<file path="config.mk">
export PLATFORM = sky130hd
export DESIGN_NAME = serial_add_sub_flat
export DESIGN_NICKNAME = d
export VERILOG_FILES = /design/src/rtl/serial_add_sub_if.sv /design/src/rtl/serial_add_sub.sv /design/src/flat_wrapper.sv
export SDC_FILE = /design/constraint.sdc
export NUM_CORES = 1
export LEC_CHECK = 0
export CAP_MARGIN = 20
export CORE_ASPECT_RATIO = 1.1
export CORE_MARGIN = 4
export CORE_UTILIZATION = 50
export DETAILED_ROUTE_END_ITERATION = 10
export GPL_TIMING_DRIVEN = 0
export HOLD_SLACK_MARGIN = 0.1
export PLACE_DENSITY = 0.77
export SYNTH_ARGS = -nofsm -noshare
export SYNTH_HDL_FRONTEND = slang
export SYNTH_SLANG_ARGS = --single-unit
export TNS_END_PERCENT = 50
</file>
<file path="constraint.sdc">
create_clock -name clk -period 4 [get_ports clk]
set_input_delay 1 -clock clk [delete_from_list [all_inputs] [get_ports clk]]
set_output_delay 1 -clock clk [all_outputs]
set_load 0.01 [all_outputs]
</file>
<file path="src/rtl/serial_add_sub_if.sv">
// Handshake and operand/result bundle for the multi-cycle adder/subtractor.
// The master issues operations and the slave (the arithmetic core) reports status and results.
interface serial_add_sub_if #(
  parameter int WIDTH = 8
);
  logic             start;
  logic             m;
  logic [WIDTH-1:0] a;
  logic [WIDTH-1:0] b;
  logic             busy;
  logic             done;
  logic [WIDTH-1:0] result;
  logic             carry_out;
  logic             overflow;

  modport master (
    output start, m, a, b,
    input  busy, done, result, carry_out, overflow
  );

  modport slave (
    input  start, m, a, b,
    output busy, done, result, carry_out, overflow
  );
endinterface

</file>
<file path="src/rtl/serial_add_sub.sv">
// Multi-cycle adder/subtractor: BITS_PER_CYCLE bits per clock, with the carry/borrow held in a register.
// The result, carry_out and overflow outputs are sticky and are updated only on the done cycle.
//
// state | meaning
// IDLE  | waiting for start; outputs hold the last result
// RUN   | one chunk is added per cycle; the last chunk loads the outputs
module serial_add_sub #(
  parameter int WIDTH          = 8,
  parameter int BITS_PER_CYCLE = 1
) (
  input logic             clk,
  input logic             rst_n,
  serial_add_sub_if.slave bus
);
  localparam int N    = WIDTH / BITS_PER_CYCLE;
  localparam int BPC  = BITS_PER_CYCLE;
  localparam int CW   = (N > 1) ? $clog2(N) : 1;
  localparam logic [CW-1:0] LAST = CW'(N - 1);

  typedef enum logic {IDLE, RUN} state_t;

  state_t           state_q, state_d;
  logic             load, step, finish;
  logic [WIDTH-1:0] a_sh, b_sh;
  logic             m_q, carry_q;
  logic [CW-1:0]    cnt_q;
  logic             done_q, cout_q, ovf_q;
  logic [WIDTH-1:0] result_q;

  logic [BPC-1:0]   a_chunk, b_eff;
  logic [BPC:0]     sum_ext;
  logic [BPC-1:0]   sum_chunk;
  logic             c_msb_in;
  logic [WIDTH-1:0] acc_d;

  always_ff @(posedge clk or negedge rst_n) begin
    if (!rst_n) state_q <= IDLE;
    else        state_q <= state_d;
  end

  always_comb begin
    state_d = state_q;
    case (state_q)
      IDLE:    if (bus.start) state_d = RUN;
      RUN:     if (cnt_q == LAST) state_d = IDLE;
      default: state_d = IDLE;
    endcase
  end

  always_comb begin
    load   = 1'b0;
    step   = 1'b0;
    finish = 1'b0;
    case (state_q)
      IDLE: load = bus.start;
      RUN: begin
        step   = 1'b1;
        finish = (cnt_q == LAST);
      end
      default: ;
    endcase
  end

  // Subtraction computes a + ~b + 1; the +1 enters as the initial carry.
  assign a_chunk   = a_sh[BPC-1:0];
  assign b_eff     = b_sh[BPC-1:0] ^ {BPC{m_q}};
  assign sum_ext   = {1'b0, a_chunk} + {1'b0, b_eff} + {{BPC{1'b0}}, carry_q};
  assign sum_chunk = sum_ext[BPC-1:0];
  assign c_msb_in  = sum_chunk[BPC-1] ^ a_chunk[BPC-1] ^ b_eff[BPC-1];

  // The accumulator holds only the chunks already completed; the current chunk is appended on top.
  generate
    if (N == 1) begin : g_one
      assign acc_d = sum_chunk;
    end else begin : g_multi
      logic [WIDTH-BPC-1:0] acc_q, acc_nx;
      if (N == 2) begin : g_two
        assign acc_nx = sum_chunk;
      end else begin : g_many
        assign acc_nx = {sum_chunk, acc_q[WIDTH-BPC-1:BPC]};
      end
      always_ff @(posedge clk or negedge rst_n) begin
        if (!rst_n)    acc_q <= '0;
        else if (load) acc_q <= '0;
        else if (step) acc_q <= acc_nx;
      end
      assign acc_d = {sum_chunk, acc_q};
    end
  endgenerate

  always_ff @(posedge clk or negedge rst_n) begin
    if (!rst_n) begin
      a_sh    <= '0;
      b_sh    <= '0;
      m_q     <= 1'b0;
      carry_q <= 1'b0;
      cnt_q   <= '0;
    end else if (load) begin
      a_sh    <= bus.a;
      b_sh    <= bus.b;
      m_q     <= bus.m;
      carry_q <= bus.m;
      cnt_q   <= '0;
    end else if (step) begin
      a_sh    <= a_sh >> BPC;
      b_sh    <= b_sh >> BPC;
      carry_q <= sum_ext[BPC];
      cnt_q   <= cnt_q + 1'b1;
    end
  end

  always_ff @(posedge clk or negedge rst_n) begin
    if (!rst_n) begin
      done_q   <= 1'b0;
      result_q <= '0;
      cout_q   <= 1'b0;
      ovf_q    <= 1'b0;
    end else begin
      done_q <= finish;
      if (finish) begin
        result_q <= acc_d;
        cout_q   <= sum_ext[BPC] ^ m_q;
        ovf_q    <= c_msb_in ^ sum_ext[BPC];
      end
    end
  end

  assign bus.busy      = (state_q == RUN);
  assign bus.done      = done_q;
  assign bus.result    = result_q;
  assign bus.carry_out = cout_q;
  assign bus.overflow  = ovf_q;
endmodule

</file>
<file path="src/flat_wrapper.sv">
// flat-port wrapper written by rule: the top's interface ports become plain ports
module serial_add_sub_flat 
#(
  parameter int WIDTH          = 8,
  parameter int BITS_PER_CYCLE = 1
)
  (clk, rst_n, bus_start, bus_m, bus_a, bus_b, bus_busy, bus_done, bus_result, bus_carry_out, bus_overflow);
  serial_add_sub_if #(.WIDTH(WIDTH)) bus_i ();
  input logic clk;
  input logic rst_n;
  input wire logic [$bits(bus_i.start)-1:0] bus_start;
  input wire logic [$bits(bus_i.m)-1:0] bus_m;
  input wire logic [$bits(bus_i.a)-1:0] bus_a;
  input wire logic [$bits(bus_i.b)-1:0] bus_b;
  output wire logic [$bits(bus_i.busy)-1:0] bus_busy;
  output wire logic [$bits(bus_i.done)-1:0] bus_done;
  output wire logic [$bits(bus_i.result)-1:0] bus_result;
  output wire logic [$bits(bus_i.carry_out)-1:0] bus_carry_out;
  output wire logic [$bits(bus_i.overflow)-1:0] bus_overflow;
  assign bus_i.start = bus_start;
  assign bus_i.m = bus_m;
  assign bus_i.a = bus_a;
  assign bus_i.b = bus_b;
  assign bus_busy = bus_i.busy;
  assign bus_done = bus_i.done;
  assign bus_result = bus_i.result;
  assign bus_carry_out = bus_i.carry_out;
  assign bus_overflow = bus_i.overflow;
  serial_add_sub #(.WIDTH(WIDTH), .BITS_PER_CYCLE(BITS_PER_CYCLE)) u_core (.clk(clk), .rst_n(rst_n), .bus(bus_i));
endmodule
</file>
==> results of run 1 <==
[synth_stat cells]
master    number  area share
dfrtp_1       40        0.57
mux2i_1       20        0.11
nand2_1       20       0.043
o21ai_0       19       0.054
mux2_2        11       0.071
nand2b_1       6       0.021
inv_1          4      0.0086
a22o_1         3       0.015
buf_2          3      0.0086
buf_4          3       0.013
ha_1           3       0.021
nor2_1         3      0.0064
clkbuf_1       2      0.0043
xnor2_1        2       0.010
a21oi_1        1      0.0029
buf_6          1      0.0064
fa_1           1       0.011
nor2b_1        1      0.0036
xnor3_1        1       0.013
[worst register-to-register path: cells and delay by family (launching register included)]
family | cells | cell delay, ns
XOR/XNOR | 2 | 0.34
multiplexers | 1 | 0.26
flip-flops | 1 | 0.43
adder cells (fa/ha/maj) | 1 | 0.44
[sequential cells by signal, summed over array words and instances (netlist names)]
signal	count
u_core.a_sh	8
u_core.b_sh	8
u_core.bus.busy	1
u_core.bus.carry_out	1
u_core.bus.done	1
u_core.bus.overflow	1
u_core.bus.result	8
u_core.carry_q	1
u_core.cnt_q	3
u_core.g_multi.acc_q	7
u_core.m_q	1
[routing by layer]
layer  track usage  vias to the layer above
li1              -                      559
met1         0.186                      579
met2         0.279                       29
met3        0.0595                        6
met4        0.0493                        0
met5             0                        -
[path summary, 6_finish.rpt]
path	start	to	slack, ns	depth (start not counted)
max	u_core.bus.busy	bus_busy	1.65	1
min	u_core.b_sh[1]	u_core.b_sh[0]	0.50	2
max reg2reg	u_core.m_q	u_core.bus.overflow	2.43	4
min reg2reg	u_core.b_sh[1]	u_core.b_sh[0]	0.50	2
max in group asynchronous	rst_n	u_core.a_sh[2]	2.71	1
min in group asynchronous	rst_n	u_core.bus.result[3]	0.74	1
[final cells by class]
class                   count  share of cell area
plain buffers               9              0.0256
well taps                  48              0.0273
inverters                   4             0.00682
clock buffers               7              0.0296
flip-flops and latches     40               0.455
repair buffers             30               0.134
multi-input cells          91               0.308
clock inverters             1              0.0136
[cell usage in the layout (no fill, tap or decap), drive strengths merged]
cell type / n
ha: 3
clkbuf: 9
xnor2: 2
clkdlybuf4s50: 29
dfrtp: 40
o21ai: 19
xnor3: 1
nand2b: 6
mux2: 11
a21oi: 1
nor2b: 1
bufinv: 1
inv: 4
nand2: 20
mux2i: 20
buf: 8
fa: 1
a22o: 3
nor2: 3
[power by group]
part / internal, mW / switching [mW] / leakage [nW]
logic: 0.347 / 0.271 / 0.480
clock network: 0.166 / 0.128 / 0.0515
registers: 0.574 / 0.107 / 0.511
total: 1.09 / 0.507 / 1.04
[cells by family after synthesis]
kind of cell,synth area share
xor gates and xnor gates,0.0229
buffers and inverters,0.0407
adders and majority gates,0.0329
muxes,0.185
and+or+nand+nor,0.0743
AOI/OAI and AO/OA,0.0722
DFF,0.572
[through the flow]
stage	hold slack [ns]	setup slack [ns]	util	cell area [um2]
5_1_grt	0.528	1.58	0.655	2200
3_5_place_dp	0.470	2.03	0.627	2110
2_1_floorplan	0.449	2.30	-	1750
6_report	0.497	1.65	0.655	2200
4_1_cts	0.501	1.63	0.655	2200
3_3_place_gp	0.461	1.04	0.629	2110
==> results.py, run 1 <==
metrics = {
    "yosys": {
        "seq_area_frac_synth": 0.572,
        "synth_warnings": 0,
        "ys_ff_latch": 40,
        "synthDistinctLibCells": 19,
        "syn_avg_cell_area_um2": 12.2,
        "synth_nets": 168,
        "syn_area_mm2": 0.00175,
        "syn_inst": 144,
    },
    "critical_path": {
        "cp-start-kind": "flop",
        "cp_slowest_cell": "clkdlybuf4s50_1",
        "crit_chain": "clkdlybuf4s50_1",
        "max_stage_delay_ns": 0.57,
        "end_kind": "output port",
        "arrival_ns": 1.35,
        "cp.required_ns": 3.00,
        "path_delay_family": "buffers and inverters",
        "path_class": "flop to output port",
        "critical_path_buf_inv_count": 1,
        "path_max_fanout": 6,
    },
    "detailed_routing": {
        "drt-vias-per-instance": 5.10,
        "drc": 0,
        "dr_total_vias": 1173,
        "drtAntennaViolNets": 0,
        "dr_wl_met2_um": 1630,
        "highest_layer": "met4",
        "drt_wl_total_um": 3230,
        "wl_met1_um": 1380,
        "wl_per_cell_um": 14.0,
        "first_pass_iters": 4,
        "drtIter0Drc": 52,
        "wl_met3_um": 182,
    },
    "clocking": {
        "htreeDepth": 2,
        "path_clk_slew_ns": 0.11,
        "cts_root_buf": "clkbuf_4",
        "cts_tree": "yes",
        "numCtsBuffers": 5,
        "clock_path_buffers": 2,
        "cts-hold-fix-buffers": 0,
        "clock_latency_ns": 0.35,
        "cts_setup_buffers": 0,
        "cts-resized-gates": 0,
        "clkSinkCount": 40,
    },
    "layout": {
        "syn2layout_area_growth_pct": 25.7,
        "diodes": 0,
        "register_area_mm2": 0.00100,
        "drive_above_1_share": 0.148,
        "multi_input_area_um2": 678,
        "n_fill_cell": 296,
        "nNetsFinal": 205,
        "final_cells": 230,
    },
    "grt": {
        "antenna_found_initial": 0,
        "grt_overflow": 0,
        "grt_pass1_vias": 1258,
        "grt_pass1_wl_um": 5690,
        "grt_usage": 0.162,
        "grt_max_degree": 41,
    },
    "placed_design": {
        "place_hpwl_um": 2300,
        "gp_routability_congestion": 0.727,
        "placed_cells": 222,
        "numPortBuffers": 30,
    },
    "power": {
        "irDropWorstVdd_mv": 0.455,
        "finalPower_mw": 1.59,
        "p_leak_nw": 1.04,
        "power.density_mw_per_mm2": 724,
    },
    "timing": {
        "skew_ns": 0.00778,
        "hold_viol_final": 0,
        "period_share": 0.586,
        "finalSetupViolCount": 0,
        "fmax_mhz": 426,
        "period_needed_ns": 2.35,
        "worstMarginPinSlew_ns": 0.856,
        "slew_headroom": 0.429,
        "slew_violations": 0,
        "fin_setup_tns_ns": 0,
        "rsz0062_at_grt": "false",
    },
    "floorplan": {
        "dieHeight_um": 70.1,
        "dieWidth_um": 64.4,
        "die_area_mm2": 0.00451,
        "coreArea_mm2": 0.00336,
        "start_util": 0.521,
        "rows": 22,
        "io_pins": 32,
    },
    "flow_run": {
        "cap_violations": 0,
    },
    "min_path": {
        "hold_path_class": "flop to flop",
    },
    "run_status": {
        "status": "completed",
    },
}
(Power assumes the default switching activity.)
==> inputs of run 2 (changes only) <==
CORE_UTILIZATION = 46   (was 50)
PLACE_DENSITY = 0.74   (was 0.77)
clock period = 2.1 ns   (was 4 ns; I/O delays follow)
==> run 2 against run 1 <==
Wire length down 1.7%. Register-to-register slack worse by 1.9 ns. Clock-buffer cell count down 2. Sequential power up 91%. Worst hold slack worse by 0.14 ns. Global-route usage down 0.68 points. Final area down 1.1%. Sequential cell count unchanged. Core utilization down 6.0 points. Largest cell class unchanged. Largest power group unchanged.
==> results.py, run 2 (synthesis results as in run 1) <==
metrics = {
    "detailed_routing": {
        "drtIter0Drc": 56,
        "drtAntennaViolNets": 0,
        "drt_wl_total_um": 3170,
        "drc": 0,
        "drt-vias-per-instance": 5.03,
        "dr_total_vias": 1152,
        "first_pass_iters": 4,
        "wl_per_cell_um": 13.9,
    },
    "grt": {
        "grt_use_met1": 0.195,
        "met3_usage": 0.0431,
        "grt_max_degree": 41,
        "antenna_found_initial": 0,
        "busiest_layer": "met2",
        "grt_usage": 0.155,
        "grt_pass1_vias": 1258,
        "use_met2": 0.249,
        "grt_overflow": 0,
        "grt_pass1_wl_um": 5640,
    },
    "placed_design": {
        "placed_area_mm2": 0.00211,
        "place_hpwl_um": 2320,
        "placed_cells": 224,
        "gp_routability_congestion": 0.764,
        "numPortBuffers": 30,
    },
    "floorplan": {
        "io_pins": 32,
        "coreArea_mm2": 0.00365,
        "start_util": 0.479,
        "rows": 23,
        "die_area_mm2": 0.00486,
        "dieWidth_um": 66.8,
        "dieHeight_um": 72.7,
    },
    "power": {
        "power.share.clock": 0.153,
        "finalPower_mw": 2.92,
        "combPwrFrac": 0.403,
        "swShare": 0.325,
        "intPower_mw": 1.97,
        "p_leak_nw": 1.03,
        "power.density_mw_per_mm2": 1340,
        "pwr-share-seq": 0.444,
        "irDropWorstVdd_mv": 0.655,
        "power.net_switching_mw": 0.952,
    },
    "timing": {
        "slew_headroom": 0.419,
        "fmax_mhz": 557,
        "hold_viol_final": 0,
        "rsz0062_at_grt": "false",
        "skew_ns": 0.00267,
        "worstMarginPinSlew_ns": 0.871,
        "slew_violations": 0,
        "period_share": 0.855,
        "period_needed_ns": 1.80,
        "finalSetupViolCount": 0,
    },
    "layout": {
        "drive_above_1_share": 0.134,
        "n_fill_cell": 321,
        "final_common_cell": "dfrtp_1",
        "nNetsFinal": 205,
        "final_cell_mix": "dfrtp_1 (40), clkdlybuf4s50_1 (29), nand2_1 (20), mux2i_1 (20), o21ai_0 (19)",
        "syn2layout_area_growth_pct": 24.4,
        "utilization": 0.596,
        "final_cells": 229,
        "diodes": 0,
        "multi_input_area_um2": 678,
        "final_area_mm2": 0.00218,
        "register_area_mm2": 0.00100,
    },
    "clocking": {
        "numCtsBuffers": 5,
        "clkSinkCount": 40,
        "htreeDepth": 2,
        "path_clk_slew_ns": 0.07,
        "clock_path_buffers": 2,
        "cts_tree": "yes",
        "cts_root_buf": "clkbuf_8",
        "cts-resized-gates": 0,
        "cts_setup_buffers": 0,
        "cts-hold-fix-buffers": 0,
        "clock_latency_ns": 0.28,
    },
    "critical_path": {
        "r2r_cells": 4,
        "end_kind": "output port",
        "cp.required_ns": 1.57,
        "cp_slowest_cell": "clkdlybuf4s50_1",
        "cp.depth": 1,
        "max_stage_delay_ns": 0.57,
        "critical_path.startpoint": "u_core.bus.busy",
        "path_delay_family": "buffers and inverters",
        "crit_chain": "clkdlybuf4s50_1",
        "arrival_ns": 1.27,
        "cp-start-kind": "flop",
        "path_class": "flop to output port",
        "timing.rr.start": "u_core.m_q",
        "critical_path_buf_inv_count": 1,
        "path_max_fanout": 6,
    },
    "flow_run": {
        "cap_violations": 0,
    },
    "run_status": {
        "status": "completed",
    },
    "min_path": {
        "hold_path_class": "input pin to async pin",
    },
}
[run 2: layout make-up]
class / instances / share of cell area
multi-input combinational: 91 / 0.311
inverter: 4 / 0.00690
buffer: 9 / 0.0259
sequential: 40 / 0.460
timing repair buffer: 30 / 0.136
clock buffer: 5 / 0.0316
tap: 50 / 0.0287
[run 2: through the flow]
stage	setup TNS, ns	worst slack (ns)	hold WS [ns]
floorplan	0	0.602	0.229
global placement	-15.44	-0.387	0.459
detailed placement	0	0.512	0.468
CTS	0	0.287	0.389
global route	0	0.248	0.427
finish	0	0.304	0.354
[run 2: final timing paths]
check	slack (ns)	end
hold reg to reg	0.48	u_core.a_sh[5]
setup reg to reg	0.51	u_core.bus.overflow
hold / removal	0.35	u_core.cnt_q[2]
setup / recovery	0.30	bus_busy
max in group asynchronous	1.21	u_core.a_sh[7]
min in group clk	0.48	u_core.a_sh[5]
[run 2: power groups by stage]
| stage | combinational, mW | clock [mW] | sequential, mW |
|---|---|---|---|
| final | 1.18 | 0.447 | 1.30 |
| after global routing | 1.32 | 0.497 | 1.35 |
| after detailed placement | 1.20 | 0 | 1.32 |
| after floorplan | 0.733 | 0 | 1.31 |
| after CTS | 1.20 | 0.462 | 1.30 |
| after global placement | 1.15 | 0 | 1.30 |
[run 2: metal layers]
layer / up-vias / share of wire
li1: 554 / -
met1: 561 / 0.42
met2: 28 / 0.51
met3: 9 / 0.049
met4: 0 / 0.025
met5: - / 0
